==> config.mk <==
export PLATFORM = sky130hd
export DESIGN_NAME = ysyx_23060096_ifu
export DESIGN_NICKNAME = d
export VERILOG_FILES = /design/src/rtl/ysyx_23060096_ifu.sv
export SDC_FILE = /design/constraint.sdc
export NUM_CORES = 1
export LEC_CHECK = 0
export CAP_MARGIN = 20
export CELL_PAD_IN_SITES_DETAIL_PLACEMENT = 0
export CELL_PAD_IN_SITES_GLOBAL_PLACEMENT = 1
export CORE_MARGIN = 8
export CORE_UTILIZATION = 45
export CTS_BUF_LIST = sky130_fd_sc_hd__clkbuf_8 sky130_fd_sc_hd__clkbuf_16
export CTS_CLUSTER_SIZE = 30
export DETAILED_ROUTE_END_ITERATION = 8
export GPL_ROUTABILITY_DRIVEN = 0
export GPL_TIMING_DRIVEN = 1
export PLACE_DENSITY = 0.85
export SYNTH_ARGS = -nofsm -noshare
export SYNTH_HDL_FRONTEND = slang
export SYNTH_SLANG_ARGS = --single-unit
==> constraint.sdc <==
create_clock -name clk -period 3.7 [get_ports clk]
set_input_delay 0.555 -clock clk [delete_from_list [all_inputs] [get_ports clk]]
set_output_delay 0.555 -clock clk [all_outputs]
set_load 0.03 [all_outputs]
==> src/rtl/ysyx_23060096_ifu.sv <==
// Instruction fetch unit: issues sequential fetches into an in-order fetch queue and hands instructions to decode.
// Optional macro YSYX_23060096_IFU_ALIGN_CHK_EN halts fetch on a misaligned redirect target.
module ysyx_23060096_ifu #(
   parameter int                XLEN     = 32,
   parameter logic [XLEN-1:0]   RESET_PC = XLEN'(32'h8000_0000),
   parameter int                DEPTH    = 4
) (
   input  logic            clk,
   input  logic            rstn,
   output logic            imem_req_valid,
   input  logic            imem_req_ready,
   output logic [XLEN-1:0] imem_req_addr,
   input  logic            imem_rsp_valid,
   input  logic [31:0]     imem_rsp_data,
   input  logic            redirect_valid,
   input  logic [XLEN-1:0] redirect_pc,
   output logic            inst_valid,
   input  logic            inst_ready,
   output logic [31:0]     inst,
   output logic [XLEN-1:0] inst_pc,
   output logic            misalign
);

   localparam int PW = (DEPTH > 1) ? $clog2(DEPTH) : 1;
   localparam int CW = PW + 1;
   localparam logic [CW:0] DEPTH_W = (CW+1)'(DEPTH);

   logic [XLEN-1:0] fpc;
   logic [XLEN-1:0] q_pc   [DEPTH];
   logic [31:0]     q_inst [DEPTH];
   logic [DEPTH-1:0] q_filled;
   logic [PW-1:0]   head;
   logic [PW-1:0]   tail;
   logic [PW-1:0]   fptr;
   logic [CW-1:0]   count;
   logic [CW-1:0]   unfilled;
   logic [CW-1:0]   drop;
   logic [CW-1:0]   outstanding;
   logic [CW:0]     inflight;
   logic            run;
   logic            halted;
   logic            alloc;
   logic            fill;
   logic            pop;
   logic            rsp_consumed;
   logic [XLEN-1:0] target;

`ifdef YSYX_23060096_IFU_ALIGN_CHK_EN
   assign target = redirect_pc;

   always_ff @(posedge clk or negedge rstn) begin
      if (!rstn) begin
         halted <= 1'b0;
      end else if (redirect_valid) begin
         halted <= |redirect_pc[1:0];
      end
   end
`else
   logic unused_pc_bits;
   assign unused_pc_bits = ^redirect_pc[1:0];
   assign target         = {redirect_pc[XLEN-1:2], 2'b00};
   assign halted         = 1'b0;
`endif

   assign misalign = halted;

   // Pending drops still occupy memory-side slots, so they count against the queue budget.
   assign inflight       = {1'b0, count} + {1'b0, drop};
   assign imem_req_valid = run & ~halted & ~redirect_valid & (inflight < DEPTH_W);
   assign imem_req_addr  = fpc;
   assign alloc          = imem_req_valid & imem_req_ready;

   assign fill         = imem_rsp_valid & (drop == '0) & (unfilled != '0);
   assign outstanding  = drop + unfilled;
   assign rsp_consumed = imem_rsp_valid & (outstanding != '0);

   assign inst_valid = q_filled[head];
   assign inst       = inst_valid ? q_inst[head] : 32'h0;
   assign inst_pc    = inst_valid ? q_pc[head] : '0;
   assign pop        = inst_valid & inst_ready;

   // A response landing in the redirect cycle is discarded but still retires one outstanding slot.
   always_ff @(posedge clk or negedge rstn) begin
      if (!rstn) begin
         fpc      <= RESET_PC;
         run      <= 1'b0;
         head     <= '0;
         tail     <= '0;
         fptr     <= '0;
         count    <= '0;
         unfilled <= '0;
         drop     <= '0;
         q_filled <= '0;
         for (int i = 0; i < DEPTH; i++) begin
            q_pc[i]   <= '0;
            q_inst[i] <= '0;
         end
      end else begin
         run <= 1'b1;
         if (redirect_valid) begin
            fpc      <= target;
            head     <= '0;
            tail     <= '0;
            fptr     <= '0;
            count    <= '0;
            unfilled <= '0;
            q_filled <= '0;
            drop     <= outstanding - CW'(rsp_consumed);
         end else begin
            if (alloc) begin
               q_pc[tail] <= fpc;
               tail       <= tail + PW'(1);
               fpc        <= fpc + XLEN'(4);
            end
            if (fill) begin
               q_inst[fptr]   <= imem_rsp_data;
               q_filled[fptr] <= 1'b1;
               fptr           <= fptr + PW'(1);
            end else if (imem_rsp_valid && (drop != '0)) begin
               drop <= drop - CW'(1);
            end
            if (pop) begin
               q_filled[head] <= 1'b0;
               head           <= head + PW'(1);
            end
            count    <= count + CW'(alloc) - CW'(pop);
            unfilled <= unfilled + CW'(alloc) - CW'(fill);
         end
      end
   end

endmodule
# After elaboration in Yosys (flattened, before gate mapping)
# Cells that the tools add are included.
# W data, S select, Z words.
[word_totals]
regBits = 308
latchBits = 0
mem_bits_rw = 0
rom_bits = 0
in_bits = 70
out_inout_bits = 99
word_cells = 107
memories = 0
[op_classes]
addsub = 12
n_mul = 0
div_mod_pow = 0
magnitude_cmp = 10
eq_ne = 1
n_shift = 0
mux = 37
bitwise = 14
reduce_logical = 16
[ops]
columns = ["cell", "count"]
rows = [
  ["$mux W32", 10],
  ["$bwmux W128", 2],
  ["$bmux W32 S2", 2],
  ["$demux W32 S2", 2],
  ["$add A32 B3 Y32 const B", 1],
  ["$mux W4", 4],
  ["$mux W3", 5],
  ["$mux W2", 6],
  ["$ge A3 B3 Y1 const B", 3],
  ["$not A2 Y3", 3],
  ["$reduce_bool A3 Y1", 3],
  ["$sub A3 B1 Y3", 3],
  ["$reduce_bool A2 Y1", 4],
  ["$and A1 B1 Y1", 7],
  ["$add A2 B1 Y2 const B", 3],
  ["$add A3 B1 Y3", 2],
  ["$lt A2 B3 Y1 const B", 2],
  ["$lt A3 B1 Y1 const B", 2],
  ["$reduce_and A2 Y1", 3],
  ["$logic_and A1 B1 Y1", 5],
  ["$add A3 B3 Y4", 1],
  ["$and A4 B4 Y4", 1],
  ["$demux W1 S2", 2],
  ["$ge A2 B1 Y1 const B", 2],
  ["10 further kinds", 12],
]

# Logic depth before layout (Yosys ltp)
# Gate-level depths: netlist of run 1.
[depth]
word_depth = 10
ltp_mapped = 14
ltp_nobuf = 11

# Worst setup path before layout of run 1
# No wires, ideal clock.
[synth_path]
kind = "flip-flop to flip-flop"
from = "reg drop[2]"
to = "reg count[2]"
setup_time_ps = 132
arrival_ps = 2755
required_ps = 3568
setup_slack_ps = 814
stages_incl_launch_ff = 15
n_path_buf = 3
synth_period_minus_slack_ps = 2886
cell_sequence = "dfrtp_1 > ha_1 > nor4_1 > and4_1 > buf_2 > inv_1 > buf_2 > buf_2 > ha_1 > inv_1 > ha_1 > inv_1 > fa_1 > xnor2_1 > nor2_1"
[synth_between]
elab_chain_len = 7
[synth_lines]
columns = ["item", "line_no", "rtl"]
rows = [
  ["from (decl)", "37", "logic [CW-1:0] drop;"],
  ["from (signal assigned)", "108", "drop <= outstanding - CW'(rsp_consumed);"],
  ["from (signal assigned)", "120", "drop <= drop - CW'(1);"],
  ["$add A3 B3 Y4", "68", "assign inflight = {1'b0, count} + {1'b0, drop};"],
  ["$lt A4 B3 Y1", "69", "assign imem_req_valid = run & ~halted & ~redirect_valid & (inflight < DEPTH_W);"],
  ["$and A1 B1 Y1", "69", ""],
  ["$and A1 B1 Y1", "71", "assign alloc = imem_req_valid & imem_req_ready;"],
  ["$add A3 B1 Y3", "126", "count <= count + CW'(alloc) - CW'(pop);"],
  ["$sub A3 B1 Y3", "126", ""],
  ["$mux W3", "100", "if (redirect_valid) begin"],
  ["to (signal assigned)", "126", ""],
  ["to (decl)", "35", "logic [CW-1:0] count;"],
]
# No other way between the ends.
# A chain may end at the register's enable or synchronous reset.

# Final worst setup path of run 1
[layout_path]
from = "reg head[0]"
to = "out inst_pc[2]"
[layout_between]
elab_chain_len = 5
elab_cells_between_ends = 7
cone_classes = "6 x mux; 1 x bitwise"
[layout_lines]
columns = ["item", "line_no", "rtl"]
rows = [
  ["from (decl)", "32", "logic [PW-1:0] head;"],
  ["from (signal assigned)", "124", "head <= head + PW'(1);"],
  ["$not A2 Y3 (not written as such)", "79", "assign inst_pc = inst_valid ? q_pc[head] : '0;"],
  ["$bmux W32 S2", "79", ""],
  ["$mux W32 (not written as such) (2 in a row)", "79", ""],
  ["$mux W32 (*)", "79", ""],
  ["to (decl)", "20", "output logic [XLEN-1:0] inst_pc,"],
]
# Every way passes the cells marked *; elsewhere a longest branch is shown, timed or not. The select of a mux whose other input is x is not followed.

==> results.cfg, run 1 <==
[finish]
area_growth_pct = 22.1
final_cells = 1610
antennaDiodeCount = 0
layout.nets = 1284
post_route_cells_drive_above_1_share_pct = 32.5

[setup_path]
critPathBufInv = 2
cpPeakStageDelay_ps = 720
slowest_stage = clkdlybuf4s50_1
critPathArrivalTime_ps = 2840
r2r_slack_ps = 700
r2r_cells = 6
cp_max_fo = 66
reg2reg_to = q_pc[53]$_DFFE_PN0P_
worstPathRequired_ps = 3140
worstPathCellList = buf_12, mux4_2, nor2b_1, clkdlybuf4s50_1
path_delay_family = buffers and inverters
critical_path_class = reg -> out
worst_setup_path_end_kind = output port
r2r-start = drop[2]$_DFFE_PN0P_
worst_setup_path_start_kind = flop

[clocking]
cts_max_level = 2
worstSkewPairLatency_ps = 500
cts.sinks = 298
hold_buffers = 0
post_cts_buffers = 0
cts_tree = yes
cts_buffer_depth = 3
clkTransAtPathRegs_ps = 50
root_buffer = clkbuf_16
cts_buffers = 35
cts_resized = 0

[die]
die_y_um = 194
die_w_um = 194
num_io_pins = 169
die_area_um2 = 37500
start_util_pct = 45.4
fp-row-count = 65
coreArea_um2 = 31300

[logic_synthesis]
synth_area_um2 = 14200
synth_top_family_by_area = multiplexers
yosysTopAreaCell = dfrtp_1
yosys.area_share.simple_pct = 7.87
synth_seq_cells = 298
yosysWarnings = 0
synth_fa_ha_area_share_pct = 2.54
synth.yosys.seq_area_share_pct = 52.5
synth_compound_area_share_pct = 3.97
avgSynthCellArea_um2 = 13.7
ys_types = 46
synth_top_area_share_pct = 52.3
synth_xor_area_share_pct = 0.986
synthCells = 1037
synth.area.top_cells = dfrtp_1 52%, mux2_2 18%, mux4_2 9.8%, nor2b_1 2.9%, ha_1 2.1%
synth_common_cells = 297 x dfrtp_1, 232 x mux2_2, 66 x nor2b_1, 62 x mux4_2, 52 x nand2_1
synthMuxAreaShare_pct = 28.6
ys.flop_type = dfrtp_1
synthArstFlopShare_pct = 100
yosysMostFrequentCell = dfrtp_1
synth_edf_count = 0

[placement]
portBuffers = 161
dp.cells = 1552
place_hpwl_um = 21100

[power_and_ir_drop]
leakage_nw = 7.75
peakVddDrop_v = 0.000344
powerDensity_nw_per_um2 = 534
power.total_w = 0.00926

[detailed_routing]
drtAntennaViolNets = 0
vias = 8966
drtPass1Iterations = 4
route.detailed.drc = 0
wl_um = 33100
routed_via_density = 5.57
post_drt_wl_per_cell_um = 20.6
first_iter_violations = 382

[global_routing]
grt_max_degree = 97
grt_overflow_total = 0
grt_use_total_pct = 17.8
antenna_found_initial = 0
grt_first_pass_wirelength_um = 54900
grt_pass1_vias = 9744

[sta]
finalSetupViolations = 0
period_needed_ps = 3390
maxSlewHeadroom_pct = 33.2
slew_violations = 0
fin_setup_tns_ps = 0
finClkSkew_ps = 10.4
post-route-period-util_pct = 91.8
fmax_ghz = 0.295
worst_pin_slew_ps = 998
holdWs_ps = 53.3
final-hold-violation-count = 0
rsz0062_at_grt = no

[outcome]
status = finished clean

[flow_run]
drv_cap = 0

[min_path]
hp-class = in -> async
## worst register-to-register path, cell delays in order (launching register included)
cell and delay, ps:
dfrtp_1 460, ha_1 300, nor4_1 320, and4_1 290
buf_4 330, nand2_2 650, mux2_2 540
## registers in the layout, indices dropped and copies added (netlist names)
register and cells:
head 2, q_inst 128, q_filled 4, fptr 2
run 1, drop 3, unfilled 3, count 3
tail 2, q_pc 120, imem_req_addr 30
## per-stage QoR
stage / util, % / cell area (um^2) / worst slack, ps
after global routing: 55.4 / 17300 / 120
after CTS: 55.4 / 17300 / 222
after detailed placement: 51.8 / 16200 / 699
after floorplan: - / 14200 / 814
after global placement: 51.8 / 16200 / 727
final: 55.4 / 17300 / 305
## area by class of cell
class	count	area [um^2]
timing repair buffer	187	1880
sequential	298	7460
tap	402	503
fill	2540	14000
clock buffer	46	1050
multi-input combinational	637	6260
inverter	28	105
clock inverter	12	80.1
## layout by cell type, fill, tap and decap left out, drive strengths merged, types with 8 or more instances in the layout
| master | count |
|---|---|
| a21oi | 19 |
| dfrtp | 297 |
| and3 | 9 |
| inv | 32 |
| clkdlybuf4s50 | 159 |
| ha | 24 |
| o211ai | 11 |
| mux2 | 232 |
| buf | 28 |
| nand2 | 56 |
| xnor2 | 8 |
| nand4 | 9 |
| nor2b | 66 |
| nor3 | 8 |
| nand3 | 16 |
| xor2 | 8 |
| o21ai | 38 |
| nor2 | 17 |
| clkbuf | 46 |
| mux4 | 62 |
## layer usage
layer | GRT usage (%) | vias to the layer above | share of wire [%]
li1 | - | 4038 | -
met3 | 4.37 | 50 | 5.8
met5 | 0 | - | 0
met1 | 23.5 | 4672 | 44
met2 | 29.5 | 206 | 48
met4 | 3.82 | 0 | 1.6
## where the power goes
group	total [W]	internal [W]	switching [W]
combinational	0.00176	0.00103	0.000724
sequential	0.00419	0.00381	0.000377
clock	0.00332	0.00204	0.00127
## cells by family after synthesis
logic type	Yosys count
adder cells (fa/ha/maj)	27
flip-flops	298
buffers and inverters	106
AND/OR/NAND/NOR	198
multiplexers	299
other	2
AO/OA/AOI/OAI	91
XOR/XNOR	16
## how the worst max path moves through the flow
stage,from,end,slack [ps],cells after the start
after floorplan,drop[2]$_DFFE_PN0P_,count[2]$_DFF_PN0_,810,14
after global placement,head[1]$_DFFE_PN0P_,inst_pc[22],730,5
after detailed placement,drop[2]$_DFFE_PN0P_,q_pc[26]$_DFFE_PN0P_,700,6
after CTS,head[1]$_DFFE_PN0P_,inst_pc[23],220,5
after global routing,head[1]$_DFFE_PN0P_,inst_pc[22],120,5
final,head[0]$_DFFE_PN0P_,inst_pc[2],310,4
(Power assumes the default switching activity.)
==> run 2: changes to the inputs <==
Settings changed: CORE_UTILIZATION 45 to 42, PLACE_DENSITY 0.85 to 0.84.
Clock period 3.7 ns to 3 ns, I/O delays scaled along.
==> run 2 against run 1 <==
Compared with the run above:
- the flow now finishes with violations (setup timing)
- via count decreased by 1.6%
- non-clock buffer count increased by 8
- cell area increased by 0.79%
- critical path depth unchanged
- clock skew increased by 7.5 ps
- combinational power increased by 21%
- global-route usage decreased by 0.99 points
- clock-buffer cell count decreased by 3
- largest cell class unchanged
==> results.cfg, run 2 (same netlist as run 1, synthesis figures left out) <==
[finish]
area_growth_pct = 23.0
final_cell_mix = 295 x dfrtp_1, 232 x mux2_2, 125 x clkdlybuf4s50_1
antennaDiodeCount = 0
fin_area_um2 = 17500
largest_reg_flops = 128
layout_commonest_cell = dfrtp_1
post_route_cells_drive_above_1_share_pct = 34.0
layout.nets = 1292
max_flop_register = q_inst

[power_and_ir_drop]
peakVddDrop_v = 0.000402
powerDensity_nw_per_um2 = 654
leakage_nw = 7.95
power.total_w = 0.0114

[setup_path]
worstPathRequired_ps = 2550
cp_max_fo = 33
r2r-start = drop[2]$_DFFE_PN0P_
worst_setup_path_end_kind = output port
critPathArrivalTime_ps = 2600
critPathBufInv = 2
critical_path_class = reg -> out
worst_setup_path_start_kind = flop
worstSetupStartpoint = head[0]$_DFFE_PN0P_
path_delay_family = buffers and inverters
slowest_stage = clkdlybuf4s50_1
worstPathCellList = buf_12, mux4_2, nor2b_1, clkdlybuf4s50_1
cpPeakStageDelay_ps = 620

[sta]
final-hold-violation-count = 0
fmax_ghz = 0.328
finClkSkew_ps = 17.9
rsz0062_at_grt = yes
period_needed_ps = 3050
fin_ws_ps = -50.8
finalSetupViolations = 21
slew_violations = 0
post-route-period-util_pct = 102
worst_pin_slew_ps = 757
maxSlewHeadroom_pct = 49.6
holdWs_ps = 0.792
fin_setup_tns_ps = -433

[detailed_routing]
drtPass1Iterations = 4
post_drt_wl_per_cell_um = 19.7
vias = 8823
wl_um = 32900
first_iter_violations = 486
route.detailed.drc = 0
routed_via_density = 5.29
drtAntennaViolNets = 0

[global_routing]
antenna_found_initial = 0
grt_pass1_vias = 9706
grt_overflow_total = 0
grt_first_pass_wirelength_um = 53900
grt_max_degree = 98
grt_use_total_pct = 16.8

[die]
die_area_um2 = 40000
fp-row-count = 67
num_io_pins = 169
start_util_pct = 42.5
die_w_um = 200
die_y_um = 200
coreArea_um2 = 33400

[clocking]
root_buffer = clkbuf_16
cts_max_level = 2
cts_buffer_depth = 3
cts.sinks = 298
cts_buffers = 35
worstSkewPairLatency_ps = 510
cts_tree = yes
clkTransAtPathRegs_ps = 50

[flow_run]
drv_cap = 0

[placement]
portBuffers = 161
place_hpwl_um = 21400
placed_area_um2 = 16400
dpl_worst_slack_ps = 312

[min_path]
hp-class = in -> async

[outcome]
violations = setup timing
status = finished with violations
[run 2: cell types whose count changed in the layout (fill, tap and decap cells not counted), sizes merged]
cell / previous run / this run
clkinv: 7 / 5
clkinvlp: 0 / 1
bufinv: 1 / 2
clkdlybuf4s50: 159 / 125
buf: 28 / 49
clkbuf: 46 / 43
inv: 32 / 39
dlygate4sd2: 0 / 21
[run 2: worst reg2reg max path, cell delays in order, from the launching register on]
cell	delay, ps
dfrtp_1	450
ha_1	300
nor4_1	310
and4_1	280
buf_4	310
nand3_2	220
or3_1	400
a221o_1	320
[run 2: layout make-up]
| cell class | count | area [um^2] |
|---|---|---|
| multi-input combinational | 637 | 6270 |
| sequential | 298 | 7470 |
| timing repair buffer | 195 | 1940 |
| inverter | 28 | 105 |
| tap | 448 | 561 |
| fill | 2851 | 16000 |
| clock inverter | 19 | 150 |
| clock buffer | 43 | 997 |
[run 2: where the power goes]
| part | total (W) | switching, W | internal [W] |
|---|---|---|---|
| Sequential | 0.00516 | 0.000458 | 0.00470 |
| Combinational | 0.00213 | 0.000856 | 0.00127 |
| Clock | 0.00416 | 0.00163 | 0.00252 |
| Total | 0.0114 | 0.00295 | 0.00849 |
[run 2: worst paths after layout]
path	to	slack, ps	cells after the start
worst max-delay path	inst_pc[14]	-50	4
worst min-delay path	q_inst[42]$_DFFE_PN0P_	0.8	1
worst max register to register	imem_req_addr[30]$_DFFE_PN0N_	290	7
worst min register to register	q_pc[49]$_DFFE_PN0P_	480	2
max in group asynchronous	imem_req_addr[31]$_DFFE_PN1N_	2150	2
min in group clk	q_pc[49]$_DFFE_PN0P_	480	2
[run 2: per-stage QoR]
stage | instances | util (%)
finish | 1668 | 52.3
floorplan | 1041 | -
detailed placement | 1606 | 48.9
global route | 1668 | 52.3
global placement | 1606 | 48.9
CTS | 1668 | 52.3
[run 2: per-layer routing]
metal / GRT usage [%] / up-vias / routed length (um)
met2: 28.3 / 189 / 16100
li1: - / 4043 / -
met4: 3.41 / 0 / 429
met1: 22.2 / 4557 / 14600
met5: 0 / - / 0
met3: 3.77 / 34 / 1840
[run 2: timing repair]
item,in CTS,in global routing
gates resized for setup,22,0
buffers inserted,0,0
hold buffers,0,0
endpoints found under the setup margin,50,28
pin swaps,0,0
hold endpoints to repair,0,0
==> run 3: changes to the inputs <==
Settings changed: CELL_PAD_IN_SITES_DETAIL_PLACEMENT 0 to 2, CELL_PAD_IN_SITES_GLOBAL_PLACEMENT 1 to 2, CORE_MARGIN 8 to 10, CORE_UTILIZATION 42 to 36.
==> run 3 against run 2 <==
Compared with the run above:
- the run now ends clean
- sequential cell count is the same
- via count grew 7.0%
- hold slack gained 490 ps
- combinational power grew 9.9%
- non-clock buffer count grew 7
- clock power grew 16%
- global-route usage grew 2.0 points
- cell area grew 1.7%
- clock skew grew 8.9 ps
- first-iteration DRC count grew 10%
- final cell count grew 4.9%
- utilization shrank 6.5 points
- critical endpoint is now inst_valid
- largest cell class unchanged
==> results.cfg, run 3 (same netlist as run 1, synthesis figures left out) <==
[clocking]
cts_buffer_depth = 3
cts_tree = yes
root_buffer = clkbuf_16
cts.sinks = 298
worstSkewPairLatency_ps = 540
clkTransAtPathRegs_ps = 60
cts_buffers = 36
cts_max_level = 2

[global_routing]
grt_use_total_pct = 18.8
grt_max_degree = 82
busiest_layer = met2
use_met2_pct = 33.5
grt_first_pass_wirelength_um = 69900
grt_use_met1_pct = 22.6
antenna_found_initial = 0
grt_pass1_vias = 11155
grt_overflow_total = 0
grt_use_met3_pct = 4.10

[setup_path]
worstPathRequired_ps = 2550
worst_setup_path_end_kind = output port
critPathArrivalTime_ps = 2430
cp_max_fo = 31
r2r_slack_ps = 240
worst_setup_path_start_kind = flop
path_delay_family = buffers and inverters
worstPathCellList = mux2i_1, mux2_2, buf_6, inv_1, clkdlybuf4s50_1
reg2reg_to = unfilled[2]$_DFF_PN0_
critical_path_class = reg -> out
r2r-start = count[1]$_DFF_PN0_
slowest_stage = clkdlybuf4s50_1
critPathBufInv = 3
cpPeakStageDelay_ps = 670
r2r_cells = 11

[finish]
area_growth_pct = 25.1
layout_commonest_cell = dfrtp_1
post_route_cells_drive_above_1_share_pct = 34.8
final_cell_mix = 294 x dfrtp_1, 232 x mux2_2, 96 x clkdlybuf4s50_1
largest_reg_flops = 128
max_flop_register = q_inst
antennaDiodeCount = 0
layout.nets = 1300

[die]
start_util_pct = 36.6
fp-row-count = 72
die_y_um = 219
die_w_um = 219
num_io_pins = 169
coreArea_um2 = 38800
die_area_um2 = 47800

[sta]
fmax_ghz = 0.347
holdWs_ps = 487
post-route-period-util_pct = 96.1
finalSetupViolations = 0
slew_violations = 0
fin_setup_tns_ps = 0
finClkSkew_ps = 26.8
worst_pin_slew_ps = 906
rsz0062_at_grt = no
final-hold-violation-count = 0
period_needed_ps = 2880
maxSlewHeadroom_pct = 39.3

[min_path]
whs_endpoint = imem_req_addr[3]$_DFFE_PN0N_
min_from = redirect_pc[3]
worst_hold_path.num_cells = 3
hp-class = in -> reg

[power_and_ir_drop]
clkPwrFrac_pct = 39.0
peakVddDrop_v = 0.000334
power_switching_w = 0.00337
sw_frac_of_total_pct = 27.1
intPower_w = 0.00904
leakage_nw = 8.19
comb_power_share_pct = 18.8
seqPwrFrac_pct = 42.2
powerDensity_nw_per_um2 = 698

[detailed_routing]
routed_via_density = 5.40
drtAntennaViolNets = 0
route.detailed.drc = 0
drtPass1Iterations = 5
vias = 9441
wl_um = 45300
first_iter_violations = 536
post_drt_wl_per_cell_um = 25.9

[outcome]
status = finished clean

[placement]
portBuffers = 161
place_hpwl_um = 28500

[flow_run]
drv_cap = 0
-- run 3: cell count changes in the layout (fill, tap and decap cells not counted), sizes merged --
cell / before / now
inv: 39 / 40
dlygate4sd3: 0 / 1
clkdlybuf4s50: 125 / 96
buf: 49 / 58
clkbuf: 43 / 45
bufinv: 2 / 7
dlygate4sd2: 21 / 46
clkdlybuf4s15: 0 / 1
clkinv: 5 / 1
-- run 3: routing by layer --
layer	share of wire (%)	routed length, um	vias up
met1	41	18600	5076
met5	0	0	-
met2	52	23500	228
li1	-	-	4069
met3	5.0	2280	68
met4	1.9	879	0
-- run 3: layout make-up --
type,count,area [um^2]
well taps,518,648
flip-flops and latches,298,7470
clock buffers,45,1040
inverters,28,105
fillers,3736,21000
clock inverters,21,283
repair buffers,202,1970
multi-input cells,637,6280
-- run 3: stage by stage --
step                      total power, W  cell area (um^2)  utilization [%]  cells  setup slack (ps)
after detailed placement         0.00759             16500             42.5   1681               223
after global routing              0.0130             17800             45.8   1749              12.2
after global placement           0.00734             16500             42.5   1681               285
after CTS                         0.0126             17800             45.8   1749              44.0
after floorplan                  0.00665             14200                -   1041               114
final                             0.0124             17800             45.8   1749               116
-- run 3: worst max path at each step --
stage                               endpoint  slack (ps)  depth (start not counted)           startpoint
2_1_floorplan             count[2]$_DFF_PN0_         110                         14  drop[2]$_DFFE_PN0P_
3_3_place_gp                      inst_pc[6]         290                          4  head[0]$_DFFE_PN0P_
3_5_place_dp   imem_req_addr[28]$_DFFE_PN0N_         220                          7  drop[2]$_DFFE_PN0P_
4_1_cts                unfilled[2]$_DFF_PN0_          40                         11  drop[2]$_DFFE_PN0P_
5_1_grt                unfilled[2]$_DFF_PN0_          10                         11   count[1]$_DFF_PN0_
6_report                          inst_valid         120                          5  head[1]$_DFFE_PN0P_
-- run 3: timing repair --
item / CTS / global route
setup endpoints to repair: 50 / 7
hold buffers: 1 / 0
cloned: 0 / 0
resized for setup: 50 / 4
pin swaps: 0 / 2
buffers inserted: 1 / 0
endpoints found under the hold margin: 74 / 0
-- run 3: power by group through the flow --
stage | sequential, W | clock (W) | combinational, W
finish | 0.00523 | 0.00484 | 0.00234
global route | 0.00533 | 0.00512 | 0.00254
CTS | 0.00523 | 0.00497 | 0.00237
detailed placement | 0.00527 | 0 | 0.00231
global placement | 0.00518 | 0 | 0.00216
floorplan | 0.00513 | 0 | 0.00152
-- run 3: worst register-to-register path: cells and delay by family, from the launching register on --
family,cells,cell delay (ps)
and+or+nand+nor,3,630
DFF,1,420
xor gates and xnor gates,1,190
adders and majority gates,4,1110
buffers and inverters,3,280
